$ cat src/rtl/seq_unrotator_pkg.sv
// Shared constants for the rotate/unrotate shifter family.
// Latency: n/a (types and constants only).
// Backpressure: n/a.
package seq_unrotator_pkg;

  // Default datapath geometry: an 8-bit word rotated by a 3-bit amount.
  localparam int DEF_WIDTH = 8;
  localparam int DEF_AMT_W = 3;

  // Control FSM encoding; 2'd3 is unused and decodes back to idle.
  typedef enum logic [1:0] {
    ST_IDLE  = 2'd0,
    ST_SHIFT = 2'd1,
    ST_DONE  = 2'd2
  } state_t;

endpackage

$ cat src/rtl/seq_unrotator_rotl1_step.sv
// Single-position rotate-left of a WIDTH-bit word.
// Latency: purely combinational, zero cycles.
// Backpressure: none; no handshake at this level.
import seq_unrotator_pkg::*;

module rotl1_step #(
  parameter int WIDTH = DEF_WIDTH
) (
  input  logic [WIDTH-1:0] din,
  output logic [WIDTH-1:0] dout
);

  // The MSB wraps around into bit 0; every other bit moves up one place.
  assign dout = {din[WIDTH-2:0], din[WIDTH-1]};

endmodule

$ cat src/rtl/seq_unrotator.sv
// Iterative inverse of the rotate-right barrel shifter: rotates left one bit per clock.
// Latency: out_valid rises in_amnt edges after the accept edge (accept edge plus in_amnt shift edges).
// Backpressure: out_data held in DONE until out_ready; in_ready only high while idle.
import seq_unrotator_pkg::*;

module seq_unrotator #(
  parameter int WIDTH = DEF_WIDTH,
  parameter int AMT_W = DEF_AMT_W
) (
  input  logic             clk,
  input  logic             rst,
  input  logic             in_valid,
  output logic             in_ready,
  input  logic [WIDTH-1:0] in_data,
  input  logic [AMT_W-1:0] in_amnt,
  output logic             out_valid,
  input  logic             out_ready,
  output logic [WIDTH-1:0] out_data,
  output logic             busy
);

  state_t           state;
  state_t           state_nxt;
  logic [WIDTH-1:0] data_reg;
  logic [WIDTH-1:0] data_rot;
  logic [AMT_W-1:0] cnt;
  logic             accept;
  logic             release_out;

  // Handshakes are qualified by the state-decoded ready/valid only, so no
  // input reaches an output combinationally.
  assign accept      = in_valid && in_ready;
  assign release_out = out_valid && out_ready;

  // One-bit left rotate of the working word, feeding the SHIFT update.
  rotl1_step #(
    .WIDTH (WIDTH)
  ) u_rotl1 (
    .din  (data_reg),
    .dout (data_rot)
  );

  // State register; reset wins over any handshake in the same cycle.
  always_ff @(posedge clk) begin
    if (rst) begin
      state <= ST_IDLE;
    end else begin
      state <= state_nxt;
    end
  end

  // Datapath: capture on accept, then rotate and count down while shifting.
  always_ff @(posedge clk) begin
    if (rst) begin
      data_reg <= '0;
      cnt      <= '0;
    end else begin
      case (state)
        ST_IDLE: begin
          if (accept) begin
            data_reg <= in_data;
            cnt      <= in_amnt;
          end
        end
        ST_SHIFT: begin
          // The counter is never decremented through zero.
          if (cnt != '0) begin
            data_reg <= data_rot;
            cnt      <= cnt - AMT_W'(1);
          end
        end
        default: begin
          data_reg <= data_reg;
          cnt      <= cnt;
        end
      endcase
    end
  end

  // Next-state decode: a zero amount skips straight to DONE.
  always_comb begin
    state_nxt = state;
    case (state)
      ST_IDLE: begin
        if (accept) begin
          state_nxt = (in_amnt == '0) ? ST_DONE : ST_SHIFT;
        end
      end
      ST_SHIFT: begin
        // cnt==1 is the last rotate; cnt==0 cannot occur here but must not stall.
        if (cnt <= AMT_W'(1)) begin
          state_nxt = ST_DONE;
        end
      end
      ST_DONE: begin
        if (release_out) begin
          state_nxt = ST_IDLE;
        end
      end
      default: begin
        state_nxt = ST_IDLE;
      end
    endcase
  end

  // Outputs decoded from the state register only.
  always_comb begin
    in_ready  = (state == ST_IDLE);
    out_valid = (state == ST_DONE);
    busy      = (state != ST_IDLE);
  end

  assign out_data = data_reg;

endmodule

$ cat config.mk
export PLATFORM = sky130hd
export DESIGN_NAME = seq_unrotator
export DESIGN_NICKNAME = d
export VERILOG_FILES = /design/src/rtl/seq_unrotator_pkg.sv /design/src/rtl/seq_unrotator_rotl1_step.sv /design/src/rtl/seq_unrotator.sv
export SDC_FILE = /design/constraint.sdc
export NUM_CORES = 1
export LEC_CHECK = 0
export CAP_MARGIN = 20
export CORE_MARGIN = 10
export CORE_UTILIZATION = 35
export DETAILED_ROUTE_END_ITERATION = 10
export PLACE_DENSITY = 0.73
export SYNTH_ARGS = -nofsm -noshare
export SYNTH_HDL_FRONTEND = slang
export SYNTH_SLANG_ARGS = --single-unit
$ cat constraint.sdc
create_clock -name clk -period 2.25 [get_ports clk]
set_input_delay 0.225 -clock clk [delete_from_list [all_inputs] [get_ports clk]]
set_output_delay 0.225 -clock clk [all_outputs]
set_load 0.03 [all_outputs]
==> results.md, run 1 <==
* Final clock period utilization by the worst path at 0.849
* Maximum number of pins on one net before global-route repair at 14
* Number of detailed-routing iterations run before antenna repair at 4
* Drt drc at 0
* Final-report max-slew violation count at 0
* Critical path startpoint category: flop
* Area delta synth->final at 34.7%
* Initial detailed-routing violation count at 15
* Yosys top cell area share at 0.334
* Count of buffer and inverter cells on the critical path at 2
* Antenna Violating Nets Remaining at 0
* Post-layout minimum cycle time at 1910 ps
* Placer congestion estimate at 0.831
* Clock root buffer: sky130_fd_sc_hd__clkbuf_4
* Level count of the clock H-tree at 1
* Sequential area share after synthesis at 0.334
* Setup repair after global routing missed its margin: false
* Top cells by area in the synthesized netlist: sky130_fd_sc_hd__dfxtp_1 33%, sky130_fd_sc_hd__a211oi_2 14%, sky130_fd_sc_hd__mux2i_1 10%
* Count of final setup violators at 0
* Mean area per synthesized cell at between 9 and 10 µm²
* Clock tree from TritonCTS: done
* Worst hold-check slack at 500 ps
* Worst Hold Path Cells at 2
* Outcome: completed
* CTS Sinks at 13
* Number of max-cap violations at 0
* Yosys reg bits at 13
* GRT Residual Overflow at 0
* Count of nets after finishing at 122
* Chip Height at 67.2 µm
* Ratio of routed vias to standard cells at 4.76
* Post-synthesis instance area at 778 µm²
* Antenna diode count at 0
* Final Power at 0.755 mW
* Core region area at roughly 0.0022 mm²
* Die X-Extent at around 67 µm
* Worst slew margin relative to its limit at 0.571
* Aggregate routed wire length at 1750 µm
* Ratio of cells with drive above 1 in the final layout at 0.175
* Largest area contributor in the synthesized netlist: sky130_fd_sc_hd__dfxtp_1
* Required time worst endpoint at 2030 ps
* Share of synthesized registers carrying an async set or reset at 0
* Via count at 623
* Resized Gates After CTS at 0
* Mapped Cells at 78
* Number of warnings reported in the yosys synthesis log at 0
* IR drop worst, VDD at 244 µV
* Endpoint class of the critical path: primary output
* Leak at 0.423 nW
* First-pass GRT wire length at 2810 µm
* Hold buffer count at cts at 0
* Row count at 17
* Endpoints failing hold at 0
* Gr usage total at 0.0803
* Post-Route Skew at 3.85 ps
* Biggest fanout along the worst timing path at 9
* Worst reg2reg path depth at 6
* Longest individual stage delay on the worst path at roughly 670 ps
* Transition time at the pin with the least slew margin at 641 ps
* Synth Net Count at 96
* Total power per unit cell area at 720 mW/mm²
* Number of logic stages on the critical path including buffering at 3
* Starting utilization of the core area at 0.359
* Top delay family on crit path: buffers and inverters
* Count of flip-flops with a built-in enable after synthesis at 0
* Most frequently used flop master after synthesis: sky130_fd_sc_hd__dfxtp_1
* Detail Placement HPWL at around 1400 µm
* Quantity of I/O buffers inserted on ports at 25
* Arrival time reported for the critical path endpoint at roughly 1700 ps
* WL per Instance at 13.4 µm
* Num CTS Buffers at 3
* DIE AREA at approximately 0.0045 mm²
* Cell type of the slowest stage on the worst timing path: sky130_fd_sc_hd__clkdlybuf4s50_1
* Clock Pin Slew Worst Setup and Hold Paths at 80 ps
* Setup TNS Final at 0 ps
* Clock network latency to the later pin of the worst-skew pair at 270 ps
* Number of distinct library cell variants in the gate-level netlist after synthesis at 23
* Largest buffer count on any clock path at 2
* CP cell instances: nor2_1, inv_1, clkdlybuf4s50_1
* Setup CP Type: reg -> out
* Top-level I/O count at 26
* Classification of the worst-slack hold path: reg -> reg
* Number of global-route vias before repair at 644
* Max Fclk at 0.523 GHz
* Number of antenna violations at the first check in global routing at 0
* Post-CTS Setup Repair Bufs at 0
path summary, 6_finish.rpt:
kind / from / endpoint / slack [ps]
worst min register to register: cnt[1] / cnt[1] / 500
worst max register to register: cnt[0] / out_data[7] / 540
worst max-delay path: state[0] / busy / 340
worst min-delay path: cnt[1] / cnt[1] / 500
registers in the layout, summed over array words and instances (netlist names):
signal    cells
cnt           3
out_data      8
state         2
through the flow:
step | std cells | instance area [µm²] | setup WS (ps) | util
after floorplan | 78 | 778 | 858 | -
after global placement | 127 | 1020 | 496 | 0.471
after detailed placement | 127 | 1020 | 447 | 0.471
after CTS | 131 | 1050 | 321 | 0.483
after global routing | 131 | 1050 | 217 | 0.483
final | 131 | 1050 | 339 | 0.483
tightest hold or removal path, delay by kind of cell, from the launching register on:
family | cells | cell delay [ps]
compound gates | 1 | 60
flops | 1 | 330
simple gates | 1 | 70
cell families after synthesis:
kind of cell,Yosys count,synth area share
AND/OR/NAND/NOR,22,0.132
AO/OA/AOI/OAI,20,0.270
flip-flops,13,0.334
buffers and inverters,10,0.0868
multiplexers,9,0.117
adder cells (fa/ha/maj),3,0.0482
XOR/XNOR,1,0.0113
placed cells by master, fill, tap and decap left out, types with 2 or more instances in the layout:
cell | netlist | routed
sky130_fd_sc_hd__nor3_1 | 3 | 3
sky130_fd_sc_hd__a21oi_1 | 3 | 3
sky130_fd_sc_hd__a211oi_2 | 9 | 9
sky130_fd_sc_hd__clkbuf_4 | 0 | 3
sky130_fd_sc_hd__inv_1 | 5 | 5
sky130_fd_sc_hd__nor2_1 | 14 | 14
sky130_fd_sc_hd__nand2b_1 | 2 | 2
sky130_fd_sc_hd__clkdlybuf4s50_1 | 0 | 25
sky130_fd_sc_hd__mux2i_1 | 8 | 8
sky130_fd_sc_hd__o21ai_0 | 2 | 2
sky130_fd_sc_hd__ha_1 | 3 | 3
sky130_fd_sc_hd__dfxtp_1 | 13 | 13
synthesized netlist by cell type, types with 2 or more instances:
cell and number:
sky130_fd_sc_hd__a211oi_2 9, sky130_fd_sc_hd__a21oi_1 3, sky130_fd_sc_hd__buf_6 4, sky130_fd_sc_hd__dfxtp_1 13
sky130_fd_sc_hd__ha_1 3, sky130_fd_sc_hd__inv_1 5, sky130_fd_sc_hd__mux2i_1 8, sky130_fd_sc_hd__nand2b_1 2
sky130_fd_sc_hd__nor2_1 14, sky130_fd_sc_hd__nor3_1 3, sky130_fd_sc_hd__o21ai_0 2
power by group:
part | switching, mW | internal, mW
Combinational | 0.173 | 0.146
Clock | 0.0750 | 0.0685
Sequential | 0.0306 | 0.263
metal layers:
metal,global-route usage,share of wire,vias to the layer above,wire length (µm)
li1,-,-,324,-
met5,0,0,-,0
met1,0.0848,0.42,278,738
met2,0.140,0.48,19,842
met3,0.0182,0.076,2,133
met4,0.0538,0.022,0,38
area by class of cell:
cell class | instances | area, µm²
fill | 222 | 1120
sequential | 13 | 260
timing repair buffer | 26 | 258
tap | 28 | 35.0
clock buffer | 4 | 26.3
multi-input combinational | 55 | 450
inverter | 5 | 18.8
Note: power is estimated with default switching activity, not from simulation.
==> run 2: changes to the inputs <==
--- a/config.mk
+++ b/config.mk
@@ -9,7 +9,7 @@
 export CORE_MARGIN = 10
 export CORE_UTILIZATION = 35
 export DETAILED_ROUTE_END_ITERATION = 10
-export PLACE_DENSITY = 0.73
+export PLACE_DENSITY = 0.75
 export SYNTH_ARGS = -nofsm -noshare
 export SYNTH_HDL_FRONTEND = slang
 export SYNTH_SLANG_ARGS = --single-unit
==> constraint.sdc (replaced) <==
create_clock -name clk -period 1.75 [get_ports clk]
set_input_delay 0.175 -clock clk [delete_from_list [all_inputs] [get_ports clk]]
set_output_delay 0.175 -clock clk [all_outputs]
set_load 0.03 [all_outputs]
==> run 2 against run 1 <==
  * Sequential share of layout area fell by 0.46 points
  * Final area rose by 2.4%
  * Worst hold slack better by 6.0 ps
  * Critical path type unchanged
==> results.md, run 2 (synthesized netlist as in run 1, its figures left out) <==
* Non-filler instance count after layout at 134
* Power share of the combinational group at 0.430
* Level count of the clock H-tree at 1
* Number of detailed-routing iterations run before antenna repair at 4
* Cell type of the slowest stage on the worst timing path: sky130_fd_sc_hd__clkdlybuf4s50_1
* Worst slew margin relative to its limit at 0.751
* Total instance count after detailed placement at 130
* CTS Sinks at 13
* Starting utilization of the core area at 0.359
* Placer congestion estimate at 0.779
* Gr usage total at 0.0824
* Row count at 17
* Endpoints failing hold at 0
* Quantity of I/O buffers inserted on ports at 25
* P_int at roughly 0.62 mW
* Post-Route Skew at 5.53 ps
* Total placed instance area at between 0.001 and 0.0015 mm²
* Share of total power in the clock network at 0.184
* Drt drc at 0
* Critical path startpoint category: flop
* Post-CTS Setup Repair Bufs at 0
* Endpoint class of the critical path: primary output
* Max Fclk at around 0.6 GHz
* Clock Pin Slew Worst Setup and Hold Paths at roughly 80 ps
* Flop2flop setup slack at 150 ps
* Worst reg2reg endpoint: out_data[2]
* Maximum number of pins on one net before global-route repair at 11
* Number of global-route vias before repair at 689
* Final-report max-slew violation count at 0
* Leading cell types in the layout, fill and taps excluded: 23 x sky130_fd_sc_hd__clkdlybuf4s50_1, 14 x sky130_fd_sc_hd__nor2_1, 12 x sky130_fd_sc_hd__dfxtp_1
* GRT Residual Overflow at 0
* Sw frac at 0.364
* Post-layout minimum cycle time at approximately 1700 ps
* Arrival time reported for the critical path endpoint at 1500 ps
* CP Launch Point: state[0]
* Number of antenna violations at the first check in global routing at 0
* CP cell instances: nor2_1, clkdlybuf4s50_1
* Count of final setup violators at 0
* Die X-Extent at approximately 67 µm
* Number of flip-flops under the largest register name at 8
* Clock network latency to the later pin of the worst-skew pair at 270 ps
* Sequential share of power at 0.386
* DIE AREA at 0.00451 mm²
* Setup repair after global routing missed its margin: false
* Antenna Violating Nets Remaining at 0
* Leak at roughly 0.46 nW
* Largest buffer count on any clock path at 2
* Classification of the worst-slack hold path: reg -> reg
* First-pass GRT wire length at approximately 2900 µm
* Number of max-cap violations at 0
* Setup TNS Final at 0 ps
* Num CTS Buffers at 3
* IR drop worst, VDD at 472 µV
* Detail Placement HPWL at 1500 µm
* Reg-to-Reg Start: cnt[0]
* End point of the critical path: in_ready
* Final Power at 0.976 mW
* Total power per unit cell area at 909 mW/mm²
* Required time worst endpoint at 1570 ps
* Transition time at the pin with the least slew margin at 372 ps
* Biggest fanout along the worst timing path at 9
* Area delta synth->final at 37.9%
* Power spent charging and discharging nets at around 0.36 mW
* Setup CP Type: reg -> out
* Clock tree from TritonCTS: done
* Count of nets after finishing at 125
* Core region area at 0.00217 mm²
* Clock root buffer: sky130_fd_sc_hd__clkbuf_4
* Longest individual stage delay on the worst path at roughly 690 ps
* Commonest non-fill, non-tap cell in the layout: sky130_fd_sc_hd__clkdlybuf4s50_1
* Outcome: completed
* Initial detailed-routing violation count at 11
* Aggregate routed wire length at 1760 µm
* Ratio of routed vias to standard cells at about 4.8
* Antenna diode count at 0
* Top-level I/O count at 26
* Ratio of cells with drive above 1 in the final layout at 0.208
* Worst reg2reg path depth at 6
* Final design instance area without fill at 0.00107 mm²
* Chip Height at 67.2 µm
* WL per Instance at 13.1 µm
* Final clock period utilization by the worst path at 0.959
* Via count at 648
run 2: changes by cell type in the layout (fill, tap and decap cells not counted), sizes merged:
cell,delta
dlygate4sd2,+1
clkdlybuf4s50,-2
dlymetal6s2s,+1
buf,+3
run 2: worst min-delay path by stage:
stage               cells past startpoint  slack, ps  startpoint           to
finish                                  2        510      cnt[1]       cnt[1]
global route                            2        510      cnt[1]       cnt[1]
CTS                                     2        500      cnt[1]       cnt[1]
detailed placement                      2        490      cnt[1]       cnt[1]
global placement                        2        490      cnt[1]       cnt[1]
floorplan                               1        240         rst  out_data[4]
run 2: layer usage:
layer	track usage	share of wire	vias to the layer above
met5	0	0	-
met4	0.0359	0.0080	0
met3	0.0331	0.097	2
met2	0.152	0.49	18
met1	0.0795	0.40	296
li1	-	-	332
run 2: repair_timing:
item | CTS | global route
hold buffers | 0 | 0
endpoints found under the setup margin | 3 | 1
resized for setup | 2 | 1
run 2: cell type report:
| class | instances | area [µm²] |
|---|---|---|
| Fill cell | 207 | 1100 |
| Multi-Input combinational cell | 55 | 450 |
| Timing Repair Buffer | 29 | 282 |
| Sequential cell | 13 | 262 |
| Tap cell | 28 | 35.0 |
| Clock buffer | 4 | 26.3 |
| Inverter | 5 | 18.8 |
run 2: power by group through the flow:
stage	Clock, mW	Combinational (mW)	Sequential, mW
floorplan	0	0.246	0.427
global placement	0	0.414	0.383
detailed placement	0	0.427	0.384
CTS	0.188	0.427	0.378
global route	0.200	0.453	0.384
finish	0.180	0.420	0.377
run 2: per-stage QoR:
| stage | hold WS (ps) | setup WS, ps | util |
|---|---|---|---|
| after floorplan | 240 | 408 | - |
| after global placement | 487 | 175 | 0.482 |
| after detailed placement | 490 | 117 | 0.482 |
| after CTS | 501 | 16.7 | 0.494 |
| after global routing | 513 | 11.0 | 0.495 |
| final | 506 | 71.4 | 0.495 |
run 2: critical path, delay by kind of cell (launching register included):
family / cells / cell delay, ps
buffers and inverters: 1 / 690
DFF: 1 / 390
and+or+nand+nor: 1 / 150
